**config.mk**
```make
export PLATFORM = sky130hd
export DESIGN_NAME = rgb_led_sched
export DESIGN_NICKNAME = d
export VERILOG_FILES = /design/src/rtl/rgb_led_sched.sv
export SDC_FILE = /design/constraint.sdc
export NUM_CORES = 1
export LEC_CHECK = 0
export BUFFER_PORTS_ARGS = -buffer_cell sky130_fd_sc_hd__buf_2
export CORE_MARGIN = 1.5
export CORE_UTILIZATION = 34
export CTS_BUF_LIST = sky130_fd_sc_hd__clkbuf_8
export DETAILED_ROUTE_END_ITERATION = 12
export HOLD_SLACK_MARGIN = 0.03
export SETUP_SLACK_MARGIN = 0.4
export SLEW_MARGIN = 15
export SYNTH_ARGS = -nofsm -noshare
export SYNTH_HDL_FRONTEND = slang
export SYNTH_SLANG_ARGS = --single-unit
```
**constraint.sdc**
```tcl
create_clock -name clk -period 3.4 [get_ports clk]
set_input_delay 0.17 -clock clk [delete_from_list [all_inputs] [get_ports clk]]
set_output_delay 0.17 -clock clk [all_outputs]
set_load 0.02 [all_outputs]
```
**src/rtl/rgb_led_sched.sv**
```systemverilog
// rgb_led_sched: fixed-priority tri-colour LED sharing with minimum hold, guard blanking and period-aligned PWM.
// Define LED_FADE_EN to fade each duty one LSB per period toward the owner's colour.
module rgb_led_sched #(
    parameter int N_REQ         = 3,
    parameter int PWM_BITS      = 8,
    parameter int PRESCALE      = 188,
    parameter int MIN_HOLD      = 16,
    parameter int GUARD_PERIODS = 1
) (
    input  logic                        clk,
    input  logic                        rst,
    input  logic [N_REQ-1:0]            req,
    input  logic [N_REQ*3*PWM_BITS-1:0] color,
    output logic [N_REQ-1:0]            gnt,
    output logic                        red_pwm,
    output logic                        green_pwm,
    output logic                        blue_pwm,
    output logic                        led_en,
    output logic                        period_start
);
    localparam int PW = PRESCALE > 1 ? $clog2(PRESCALE) : 1;
    localparam int OW = N_REQ > 1 ? $clog2(N_REQ) : 1;
    localparam int HW = MIN_HOLD > 0 ? $clog2(MIN_HOLD + 1) : 1;
    localparam int GW = GUARD_PERIODS > 1 ? $clog2(GUARD_PERIODS) : 1;
    localparam int CW = 3 * PWM_BITS;

    typedef enum logic [1:0] {IDLE, GRANT, GUARD} state_t;

    state_t               state_q;
    logic [PW-1:0]        presc_q;
    logic [PWM_BITS-1:0]  cnt_q;
    logic [OW-1:0]        owner_q;
    logic [OW-1:0]        low_idx;
    logic [HW-1:0]        hold_q;
    logic [GW-1:0]        guard_q;
    logic [N_REQ-1:0]     gnt_q;
    logic [CW-1:0]        duty_q;
    logic [CW-1:0]        duty_d;
    logic [CW-1:0]        tgt;
    logic [CW-1:0]        col [N_REQ];
    logic                 red_q, green_q, blue_q, led_en_q, ps_q;
    logic                 tick, bnd, take, hi_req;

    for (genvar i = 0; i < N_REQ; i++) begin : g_col
        assign col[i] = color[i*CW +: CW];
    end

    assign tick   = presc_q == PW'(PRESCALE - 1);
    assign bnd    = tick && (&cnt_q);
    // IDLE and an expiring GUARD share the same arbitration path
    assign take   = state_q == IDLE || (state_q == GUARD && guard_q == GW'(GUARD_PERIODS - 1));
    assign hi_req = |(req & ~({N_REQ{1'b1}} << owner_q));
    assign tgt    = col[take ? low_idx : owner_q];

    always_comb begin
        low_idx = '0;
        for (int i = N_REQ - 1; i >= 0; i--) if (req[i]) low_idx = OW'(i);
    end

`ifdef LED_FADE_EN
    always_comb begin
        duty_d = duty_q;
        for (int c = 0; c < 3; c++) begin
            if (duty_q[c*PWM_BITS +: PWM_BITS] < tgt[c*PWM_BITS +: PWM_BITS])
                duty_d[c*PWM_BITS +: PWM_BITS] = duty_q[c*PWM_BITS +: PWM_BITS] + 1'b1;
            else if (duty_q[c*PWM_BITS +: PWM_BITS] > tgt[c*PWM_BITS +: PWM_BITS])
                duty_d[c*PWM_BITS +: PWM_BITS] = duty_q[c*PWM_BITS +: PWM_BITS] - 1'b1;
        end
    end
`else
    assign duty_d = tgt;
`endif

    always_ff @(posedge clk) begin
        if (rst) begin
            state_q  <= IDLE;
            presc_q  <= '0;
            cnt_q    <= '0;
            owner_q  <= '0;
            hold_q   <= '0;
            guard_q  <= '0;
            gnt_q    <= '0;
            duty_q   <= '0;
            red_q    <= 1'b0;
            green_q  <= 1'b0;
            blue_q   <= 1'b0;
            led_en_q <= 1'b0;
            ps_q     <= 1'b0;
        end else begin
            presc_q <= tick ? '0 : presc_q + 1'b1;
            if (tick) cnt_q <= cnt_q + 1'b1;
            ps_q    <= bnd;
            red_q   <= cnt_q < duty_q[2*PWM_BITS +: PWM_BITS];
            green_q <= cnt_q < duty_q[PWM_BITS +: PWM_BITS];
            blue_q  <= cnt_q < duty_q[0 +: PWM_BITS];
            if (bnd) begin
                if (take) begin
                    state_q  <= |req ? GRANT : IDLE;
                    led_en_q <= |req;
                    owner_q  <= low_idx;
                    gnt_q    <= |req ? N_REQ'(1) << low_idx : '0;
                    duty_q   <= |req ? duty_d : '0;
                    hold_q   <= '0;
                    guard_q  <= '0;
                end else if (state_q == GUARD) begin
                    guard_q <= guard_q + 1'b1;
                end else if (!req[owner_q] || (hold_q == HW'(MIN_HOLD) && hi_req)) begin
                    state_q <= GUARD;
                    gnt_q   <= '0;
                    duty_q  <= '0;
                    guard_q <= '0;
                end else begin
                    hold_q <= hold_q == HW'(MIN_HOLD) ? hold_q : hold_q + 1'b1;
                    duty_q <= duty_d;
                end
            end
        end
    end

    assign gnt          = gnt_q;
    assign red_pwm      = red_q;
    assign green_pwm    = green_q;
    assign blue_pwm     = blue_q;
    assign led_en       = led_en_q;
    assign period_start = ps_q;
endmodule

```
==> results of run 1 <==
[power by group through the flow]
stage / clock, mW / combinational, mW / sequential, mW
floorplan: 0 / 0.0697 / 0.700
global placement: 0 / 0.127 / 0.701
detailed placement: 0 / 0.129 / 0.701
CTS: 0.574 / 0.129 / 0.686
global route: 0.599 / 0.142 / 0.686
finish: 0.547 / 0.127 / 0.686
[critical path, delay by kind of cell (launching register included)]
family                   cells  cell delay [ns]
AND/OR/NAND/NOR              3             0.86
flip-flops                   1             0.47
AO/OA/AOI/OAI                2             0.35
buffers and inverters        1             0.30
adder cells (fa/ha/maj)      1             0.27
[cell usage in the layout, fill, tap and decap left out, drive strengths merged, types with 14 or more instances in the layout]
master | netlist | layout
a21oi | 14 | 14
a22o | 24 | 24
nor2 | 20 | 20
dfxtp | 58 | 58
o2bb2ai | 24 | 24
buf | 6 | 89
nand2 | 14 | 14
ha | 25 | 25
mux2i | 28 | 28
inv | 27 | 28
[through the flow]
step / instances / setup WS (ns) / instance area, µm² / power (mW) / utilization, %
floorplan: 350 / 1.433 / 3313 / 0.7698 / -
global placement: 552 / 1.066 / 3885 / 0.8276 / 41.65
global route: 567 / 0.8890 / 4055 / 1.427 / 43.47
finish: 567 / 1.086 / 4055 / 1.360 / 43.47
CTS: 567 / 1.042 / 4055 / 1.389 / 43.47
detailed placement: 552 / 1.053 / 3885 / 0.8296 / 41.65
[cell type report]
cell class / count / share of cell area [%]
Tap cell: 129 / 3.980
Clock buffer: 11 / 3.733
Multi-Input combinational cell: 249 / 49.40
Inverter: 27 / 2.499
Sequential cell: 58 / 28.63
Clock inverter: 4 / 0.4628
Timing Repair Buffer: 89 / 11.29
[flip-flops by register name, indices dropped and copies added, names as in the netlist]
signal and flops:
state_q 2, period_start 1, led_en 1, duty_q 24, owner_q 2, green_pwm 1
blue_pwm 1, presc_q 8, gnt 3, red_pwm 1, guard_q 1, hold_q 5
cnt_q 8
[per-layer routing]
metal	part of all wire [%]	wire (µm)	GRT usage [%]
met5	0	0	0
met4	1.6	121	7.051
met3	3.5	261	2.692
met2	46	3362	24.72
met1	49	3618	20.02
[kinds of logic after synthesis]
family / synth area share [%]
compound gates: 24.74
xor+xnor: 2.908
fa+ha+maj: 9.441
buf+inv: 5.363
flops: 35.05
mux: 8.572
simple gates: 13.94
[path summary, 6_finish.rpt]
kind | to | slack (ns) | startpoint
worst max-delay path | duty_q[14] | 1.09 | cnt_q[1]
worst max register to register | duty_q[14] | 1.09 | cnt_q[1]
worst min-delay path | owner_q[1] | 0.13 | req[2]
worst min register to register | presc_q[0] | 0.47 | presc_q[0]
==> qor.yml, run 1 <==
run_status:
  status: "finished, final reports clean"
layout:
  area_growth_syn_to_layout_pct: 22.39
  drive_above_1_share_pct: 26.03
  antenna_cells: 0
  multi_input_area_um2: 2003
  fillCellCount: 935
  regArea_um2: 1161
  final_nets: 536
critical_path:
  path_max_fanout: 24
  crit_arrival_ns: 2.59
  slowest_delay_ns: 0.56
  cp_slowest_cell: "nor4_4"
  path_class: "reg -> reg"
  r2r_cells: 7
  crit_chain: "ha_1, nand3_1, nor4_4, nand2_4, a211oi_4, buf_4, a22o_1"
  cp-start-kind: "register"
  critPathCaptureType: "register"
  required_ns: 3.68
yosys:
  synth_most_common_cell: "dfxtp_1"
  ys_warn_count: 0
  synth.net_count: 452
  async_flop_share_pct: 0
  synthFlopType: "dfxtp_1"
  post-synth-top-area-fraction_pct: 35.05
  ys_top_cells_by_count: "dfxtp_1, inv_1, mux2i_1"
  syn_area_um2: 3313
  synth_cell_type_count: 46
  ys_ff_latch: 58
  synthTopCellsByArea: "dfxtp_1, ha_1, mux2i_1, a22o_1, o2bb2ai_1"
  synth_seq_area_share_pct: 35.05
  synth_edf_count: 0
  synth_cells: 350
  yosysTopAreaCell: "dfxtp_1"
  synth_area_per_cell_um2: 9.466
clock_tree:
  clkTransAtPathRegs_ns: 0.06
  ctsLongestPathBuffers: 2
  post_cts_buffers: 0
  cts_root_buffer: "clkbuf_8"
  htreeDepth: 3
  cts_buffers: 9
  clock_sinks: 58
  insertion_delay_ns: 0.33
  ctsResizeCount: 0
  ctsHoldBuffers: 0
  cts_tree: "built"
power:
  intPower_mw: 1.042
  vdd_ir_drop_max_mv: 0.1319
  seq_power_share_pct: 50.4
  p_switching_mw: 0.3187
  p_leak_nw: 1.737
  clockPowerShare_pct: 40.2
  comb_power_share_pct: 9.4
  power_switching_share_pct: 23.43
  power_density_nw_per_um2: 335.5
floorplan:
  start_util_pct: 35.52
  num_rows: 35
  dieHeight_um: 101.7
  dieArea_um2: 10350
  core_area_um2: 9328
  die_x_um: 101.7
  ios: 85
place:
  dp_hpwl_um: 5507
  port_buffers: 84
  gp_congestion: 0.7396
timing:
  timing.final.hold_violations: 0
  timing.fmax_mhz: 432.1
  final.setup.tns_ns: 0
  rsz0062_at_grt: "false"
  fin_crit_sh_pct: 68.07
  worst_hold_slack_ns: 0.1266
  maxSlewHeadroom_pct: 35.04
  slew_violations: 0
  final-setup-viol-count: 0
  final.min_clock_period_ns: 2.314
  clock_skew_ns: 0.007413
  tightest_slew_ns: 0.9743
detailed_routing:
  drt_iter0_drc: 152
  vias: 2818
  avgRoutedWirePerCell_um: 12.99
  antenna_left: 0
  avgViaCountPerCell: 4.970
  totalWireLength_um: 7363
  drc: 0
  drt-pass1-iter-count: 4
worst_hold_path:
  hp-class: "in -> reg"
  worstHoldPathCells: 3
global_route:
  grt_max_degree: 31
  grt_pass1_wl_um: 12450
  grt_pass1_vias: 2741
  globalRouteTotalUtil_pct: 15.36
  overflow: 0
  grt_antenna_before_repair: 0
flow_run:
  cap_violations: 0
Power figures use the tool's default switching activity.
==> run 2, diff against run 1 <==
--- a/config.mk
+++ b/config.mk
@@ -5,6 +5,7 @@
 export SDC_FILE = /design/constraint.sdc
 export NUM_CORES = 1
 export LEC_CHECK = 0
+export ABC_AREA = 1
 export BUFFER_PORTS_ARGS = -buffer_cell sky130_fd_sc_hd__buf_2
 export CORE_MARGIN = 1.5
 export CORE_UTILIZATION = 34
==> constraint.sdc (replaced) <==
create_clock -name clk -period 2.1 [get_ports clk]
set_input_delay 0.105 -clock clk [delete_from_list [all_inputs] [get_ports clk]]
set_output_delay 0.105 -clock clk [all_outputs]
set_load 0.02 [all_outputs]
==> run 2 against run 1 <==
Non-clock buffer count rose by 13. Final cell count rose by 47%. Final area is 21% higher. Sequential power up 62%. First-iteration DRC count shrank 0.66%. Setup slack got worse by 0.64 ns. Wire length increased by 32%. Register-to-register slack got worse by 0.64 ns. Critical path depth rose by 2. Clock power rose by 110%. Clock skew up 0.0038 ns. Critical endpoint is now duty_q[2]. Largest cell class unchanged.
==> qor.yml, run 2 <==
yosys:
  synth_mux_area_share_pct: 0  # -8.6 points
  synthAdderAreaFrac_pct: 8.075  # -1.4 points
  synth-simple-area-share_pct: 36.82  # +23 points
  syn_area_um2: 3874  # +17%
  synth.net_count: 695  # +54%
  ys_ff_latch: 58  # unchanged
  synth_most_common_cell: "nand2_1"
  synth_cell_type_count: 30  # -35%
  yosysTopAreaCell: "dfxtp_1"
  synthTopCellsByArea: "dfxtp_1, nand2_1, ha_1, nor2_1, inv_1"
  ys_warn_count: 0  # unchanged
  synthFlopType: "dfxtp_1"
  synth_xor_area_share_pct: 1.130  # -1.8 points
  synth_compound_area_share_pct: 11.92  # -13 points
  synth_top_family_by_area: "simple AND/OR/NAND/NOR gates"
  ys_top_cells_by_count: "nand2_1, nor2_1, inv_1"
  async_flop_share_pct: 0  # unchanged
  synth_area_per_cell_um2: 6.532  # -31%
  synth_cells: 593  # +69%
  post-synth-top-area-fraction_pct: 29.97  # -5.1 points
  synth_seq_area_share_pct: 29.97  # -5.1 points
  synth_edf_count: 0  # unchanged
worst_hold_path:
  hp-class: "in -> reg"
power:
  vdd_ir_drop_max_mv: 0.2266  # +72%
  power_density_nw_per_um2: 517.3  # +54%
  p_leak_nw: 2.245  # +29%
timing:
  tightest_slew_ns: 0.6174  # -0.3569 ns
  rsz0062_at_grt: "true"
  fin_crit_sh_pct: 78.58  # +11 points
  slew_violations: 0  # unchanged
  final.min_clock_period_ns: 1.650  # -0.6641 ns
  timing.final.hold_violations: 0  # unchanged
  final.setup.tns_ns: 0  # unchanged
  timing.fmax_mhz: 606.0  # +40%
  fin_ws_ns: 0.4498  # -0.6359 ns
  worst_hold_slack_ns: 0.06370  # -0.06290 ns
  final-setup-viol-count: 0  # unchanged
  maxSlewHeadroom_pct: 58.69  # +24 points
  clock_skew_ns: 0.01118  # +0.003772 ns
critical_path:
  crit_start: "cnt_q[1]"
  required_ns: 2.38  # -1.30 ns
  cp-start-kind: "register"
  crit_arrival_ns: 1.93  # -0.66 ns
  r2r_setup_slack_ns: 0.45  # -0.64 ns
  worstSetupEndpoint: "duty_q[2]"
  critPathCaptureType: "register"
  slowest_delay_ns: 0.38  # -0.18 ns
  r2r_start: "cnt_q[1]"
  path_max_fanout: 6  # -75%
  path_class: "reg -> reg"
  regToRegEndpoint: "duty_q[2]"
  cp_slowest_cell: "dfxtp_4"
  crit_chain: "ha_4, nand3_2, nor2_2, nand3_2, nor2_4, nand3_4, nand2_4, nand2_2, a21oi_2"
  crit_top_cell: "nand3_2"
  r2r_cells: 9  # +2
layout:
  layout_commonest_cell: "nand2_1"
  fin_cells: 834  # +47%
  final_nets: 791  # +48%
  reg_top3: "duty_q (24), cnt_q (8), presc_q (8)"
  largest_reg_flops: 24  # unchanged
  drive_above_1_share_pct: 27.67  # +1.6 points
  fin_area_um2: 4891  # +21%
  regMostFlops: "duty_q"
  area_growth_syn_to_layout_pct: 26.26
  antenna_cells: 0  # unchanged
  mostFrequentLayoutCells: "nand2_1, buf_2, nor2_1, inv_1, dfxtp_1"
clock_tree:
  cts_root_buffer: "clkbuf_8"
  ctsLongestPathBuffers: 2  # unchanged
  cts_tree: "built"
  insertion_delay_ns: 0.35  # +0.02 ns
  ctsHoldBuffers: 0  # unchanged
  cts_buffers: 9  # unchanged
  htreeDepth: 3  # unchanged
  clkTransAtPathRegs_ns: 0.07  # about the same
  clock_sinks: 58  # unchanged
floorplan:
  num_rows: 38  # +8.6%
  dieArea_um2: 12040  # +16%
  core_area_um2: 10980  # +18%
  dieHeight_um: 109.7  # +7.9%
  die_x_um: 109.7  # +7.9%
  ios: 85  # unchanged
  start_util_pct: 35.27  # -0.25 points
global_route:
  overflow: 0  # unchanged
  grt_antenna_before_repair: 0  # unchanged
  grt_pass1_vias: 3793  # +38%
  grt_max_degree: 37  # +19%
  grt_pass1_wl_um: 16660  # +34%
  globalRouteTotalUtil_pct: 17.53  # +2.2 points
detailed_routing:
  totalWireLength_um: 9729  # +32%
  drt_iter0_drc: 151  # -0.66%
  vias: 3917  # +39%
  avgRoutedWirePerCell_um: 11.67  # -10%
  drc: 0  # unchanged
  avgViaCountPerCell: 4.697  # -5.5%
  drt-pass1-iter-count: 4  # unchanged
  antenna_left: 0  # unchanged
place:
  gp_congestion: 0.8106  # +9.6%
  numPlacedInstances: 803  # +45%
  place_ws_ns: 0.1705  # -0.8829 ns
  port_buffers: 84  # unchanged
  placed_area_um2: 4344  # +12%
  dp_hpwl_um: 6922  # +26%
run_status:
  status: "finished, final reports clean"
flow_run:
  cap_violations: 0  # unchanged
run 2: changes by cell type after synthesis, sizes merged, moves of 10 or more:
cell	before	now
a21oi	14	56
o2bb2ai	24	0
nor2	20	83
mux2i	28	0
buf	6	16
inv	27	78
nand3	12	41
a22o	24	0
nand2	14	191
run 2: logic make-up (layout without fill, tap and decap cells):
group	after synthesis	after routing
AO/OA/AOI/OAI	76	76
XOR/XNOR	5	5
AND/OR/NAND/NOR	331	334
adder cells (fa/ha/maj)	25	25
buffers and inverters	98	196
flip-flops	58	58
run 2: metrics by stage:
stage               util [%]  power (mW)
floorplan                  -       1.289
global placement       39.55       1.377
detailed placement     39.55       1.378
CTS                    43.05       2.546
global route           44.53       2.623
finish                 44.53       2.530
run 2: per-layer routing:
metal  up-vias  share of wire, %  GRT usage, %
li1       2060                 -             -
met1      1747                46         21.20
met2        99                48         30.88
met3        11               4.6         2.667
met4         0               1.4         7.050
met5         -                 0             0
run 2: repair_timing:
action,CTS,global route
setup buffers,5,7
gates resized for setup,26,32
endpoints found under the setup margin,33,34
pin swaps,9,12
gates cloned,3,0
run 2: layout make-up:
| type | count | area, µm² |
|---|---|---|
| tap | 140 | 175.2 |
| multi-input combinational | 440 | 2436 |
| inverter | 78 | 315.3 |
| clock inverter | 6 | 81.33 |
| clock buffer | 10 | 137.6 |
| fill | 1129 | 6092 |
| sequential | 58 | 1179 |
| timing repair buffer | 102 | 566.8 |
run 2: how the worst min path moves through the flow:
stage	from	endpoint	slack, ns	cells after the start
2_1_floorplan	req[0]	gnt[0]	0.27	2
5_1_grt	req[0]	gnt[0]	0.09	3
3_3_place_gp	req[0]	gnt[0]	0.42	3
6_report	req[0]	gnt[0]	0.06	3
3_5_place_dp	req[0]	gnt[0]	0.43	3
4_1_cts	req[0]	gnt[0]	0.05	3
run 2: where the power goes:
group | leakage, nW | internal (mW) | switching, mW | total (mW)
Clock | 0.113 | 0.692 | 0.473 | 1.16
Combinational | 1.66 | 0.111 | 0.147 | 0.258
Sequential | 0.473 | 1.10 | 0.00453 | 1.11
run 2: worst max-delay path, delay by kind of cell, from the launching register on:
family,cells,cell delay [ns]
AO/OA/AOI/OAI,1,0.12
flip-flops,1,0.38
AND/OR/NAND/NOR,7,0.92
adder cells (fa/ha/maj),1,0.15
==> run 3, diff against run 2 <==
--- a/config.mk
+++ b/config.mk
@@ -5,7 +5,7 @@
 export SDC_FILE = /design/constraint.sdc
 export NUM_CORES = 1
 export LEC_CHECK = 0
-export ABC_AREA = 1
+export ABC_AREA = 0
 export BUFFER_PORTS_ARGS = -buffer_cell sky130_fd_sc_hd__buf_2
 export CORE_MARGIN = 1.5
 export CORE_UTILIZATION = 34
==> constraint.sdc (replaced) <==
create_clock -name clk -period 1.4 [get_ports clk]
set_input_delay 0.07 -clock clk [delete_from_list [all_inputs] [get_ports clk]]
set_output_delay 0.07 -clock clk [all_outputs]
set_load 0.02 [all_outputs]
==> run 3 against run 2 <==
The run now ends with negative setup slack left. Sequential cell count is the same. Worst hold slack lost 0.018 ns. Critical endpoint is now duty_q[9]. Count of clock-buffer cells in the layout grew 1. Final area grew 3.8%. Largest power group is now registers. Clock power grew 19%. Largest cell class unchanged. Core utilization grew 9.9 points. Register-to-register slack lost 0.86 ns. First-iteration DRC count shrank 56%. Sequential share of layout area shrank 0.75 points.
==> qor.yml, run 3 (synthesis results as in run 1) <==
global_route:
  grt_pass1_wl_um: 14120  # -15%
  overflow: 0  # unchanged
  grt_antenna_before_repair: 0  # unchanged
  grt_max_degree: 25  # -32%
  globalRouteTotalUtil_pct: 17.04  # -0.48 points
  grt_pass1_vias: 3137  # -17%
detailed_routing:
  avgViaCountPerCell: 5.014  # +6.8%
  avgRoutedWirePerCell_um: 13.48  # +16%
  drt_iter0_drc: 67  # -56%
  antenna_left: 0  # unchanged
  drc: 0  # unchanged
  totalWireLength_um: 8572  # -12%
  vias: 3189  # -19%
  drt-pass1-iter-count: 5  # +1
critical_path:
  r2r_start: "hold_q[1]"
  path_class: "reg -> reg"
  cp-start-kind: "register"
  cp_slowest_cell: "dfxtp_2"
  path_max_fanout: 24  # +18
  regToRegEndpoint: "duty_q[9]"
  r2r_setup_slack_ns: -0.41  # -0.86 ns
  required_ns: 1.68  # -0.70 ns
  crit_start: "hold_q[1]"
  crit_chain: "inv_2, ha_2, nor4bb_4, nor2b_4, o31a_1, a211oi_4, buf_12, a22o_1"
  slowest_delay_ns: 0.34  # -0.04 ns
  critPathCaptureType: "register"
  r2r_cells: 8  # -1
  crit_arrival_ns: 2.09  # +0.16 ns
  worstSetupEndpoint: "duty_q[9]"
layout:
  regMostFlops: "duty_q"
  reg_top3: "duty_q (24), cnt_q (8), presc_q (8)"
  drive_above_1_share_pct: 49.31  # +22 points
  final_nets: 605  # -24%
  area_growth_syn_to_layout_pct: 53.17
  layout_commonest_cell: "buf_2"
  antenna_cells: 0  # unchanged
  mostFrequentLayoutCells: "buf_2, buf_4, dfxtp_1, mux2i_1, inv_1"
  fin_cells: 636  # -24%
  fin_area_um2: 5075  # +3.8%
  fillCellCount: 863  # -24%
  largest_reg_flops: 24  # unchanged
run_status:
  violations: "negative setup slack"
  status: "complete, but fails checks"
clock_tree:
  cts_buffers: 9  # unchanged
  insertion_delay_ns: 0.35  # about the same
  clock_sinks: 58  # unchanged
  htreeDepth: 3  # unchanged
  cts_root_buffer: "clkbuf_8"
  cts_tree: "built"
  ctsLongestPathBuffers: 2  # unchanged
  clkTransAtPathRegs_ns: 0.07  # about the same
floorplan:
  ios: 85  # unchanged
  die_x_um: 101.7  # -7.3%
  core_area_um2: 9328  # -15%
  dieArea_um2: 10350  # -14%
  num_rows: 35  # -7.9%
  dieHeight_um: 101.7  # -7.3%
  start_util_pct: 35.52  # +0.25 points
timing:
  timing.fmax_mhz: 551.9  # -8.9%
  tightest_slew_ns: 0.4399  # -0.1775 ns
  clock_skew_ns: 0.01103  # -0.0001562 ns
  final.min_clock_period_ns: 1.812  # +0.1619 ns
  final-setup-viol-count: 56  # +56
  fin_ws_ns: -0.4121  # -0.8619 ns
  timing.final.hold_violations: 0  # unchanged
  rsz0062_at_grt: "true"
  slew_violations: 0  # unchanged
  maxSlewHeadroom_pct: 70.61  # +12 points
  fin_crit_sh_pct: 129.4  # +51 points
place:
  numPlacedInstances: 600  # -25%
  dp_hpwl_um: 5978  # -14%
  gp_congestion: 0.7633  # -5.8%
  port_buffers: 84  # unchanged
  place_ws_ns: -0.3752  # -0.5457 ns
  placed_area_um2: 4457  # +2.6%
power:
  p_switching_mw: 0.8520  # +36%
  power_switching_share_pct: 24.82  # +0.14 points
  seq_power_share_pct: 48.4  # +4.6 points
  power_mw: 3.432  # +36%
  clockPowerShare_pct: 40.3  # -5.7 points
  comb_power_share_pct: 11.3  # +1.1 points
  p_leak_nw: 2.189  # -2.5%
  intPower_mw: 2.580  # +35%
  power_density_nw_per_um2: 676.3  # +31%
  vdd_ir_drop_max_mv: 0.4450  # +96%
worst_hold_path:
  hp-class: "in -> reg"
  min_from: "color[63]"
flow_run:
  cap_violations: 0  # unchanged
==> run 3: cell type report <==
cell class / count / area, µm² / share of cell area [%]
repair buffers: 158 / 1100 / 21.67
well taps: 129 / 161.4 / 3.180
inverters: 27 / 101.3 / 1.997
clock inverters: 4 / 18.77 / 0.3698
flip-flops and latches: 58 / 1185 / 23.35
clock buffers: 11 / 151.4 / 2.983
multi-input cells: 249 / 2357 / 46.45
==> run 3: how the worst min path moves through the flow <==
stage                  to  slack (ns)  depth (start not counted)
6_report       duty_q[15]        0.05                          3
5_1_grt        duty_q[20]        0.05                          3
4_1_cts        duty_q[15]        0.03                          3
3_5_place_dp   owner_q[1]        0.38                          3
3_3_place_gp   owner_q[1]        0.38                          3
2_1_floorplan  owner_q[1]        0.22                          2
==> run 3: routing by layer <==
metal  vias up  track usage (%)  part of all wire, %
li1       1609                -                    -
met2        75            30.51                   51
met3         8            4.693                  4.3
met4         0            3.526                 0.49
met5         -                0                    0
met1      1497            20.35                   44
==> run 3: worst max-delay path, delay by kind of cell (launching register included) <==
kind	cells	cell delay, ns
AOI/OAI and AO/OA	3	0.72
buffers and inverters	2	0.23
DFF	1	0.34
and+or+nand+nor	2	0.28
adders and majority gates	1	0.16
==> run 3: what timing repair did <==
action	in CTS	in global routing
endpoints found under the hold margin	2	0
buffers inserted	9	10
hold buffers	2	0
endpoints found under the setup margin	58	58
resized for setup	32	29
pin swaps	30	19
==> run 3: power groups by stage <==
stage          Clock (mW)  Combinational, mW  Sequential, mW
2_1_floorplan           0              0.181            1.70
3_3_place_gp            0              0.359            1.70
3_5_place_dp            0              0.368            1.70
4_1_cts              1.42              0.385            1.66
5_1_grt              1.49              0.429            1.66
6_report             1.38              0.388            1.66
==> run 3: metrics by stage <==
step | utilization [%] | TNS (ns) | hold slack [ns]
finish | 54.41 | -15.17 | 0.04599
floorplan | - | -9.989 | 0.2243
CTS | 52.13 | -13.66 | 0.03472
global placement | 47.78 | -11.83 | 0.3822
detailed placement | 47.78 | -13.00 | 0.3796
global route | 54.41 | -18.94 | 0.04513
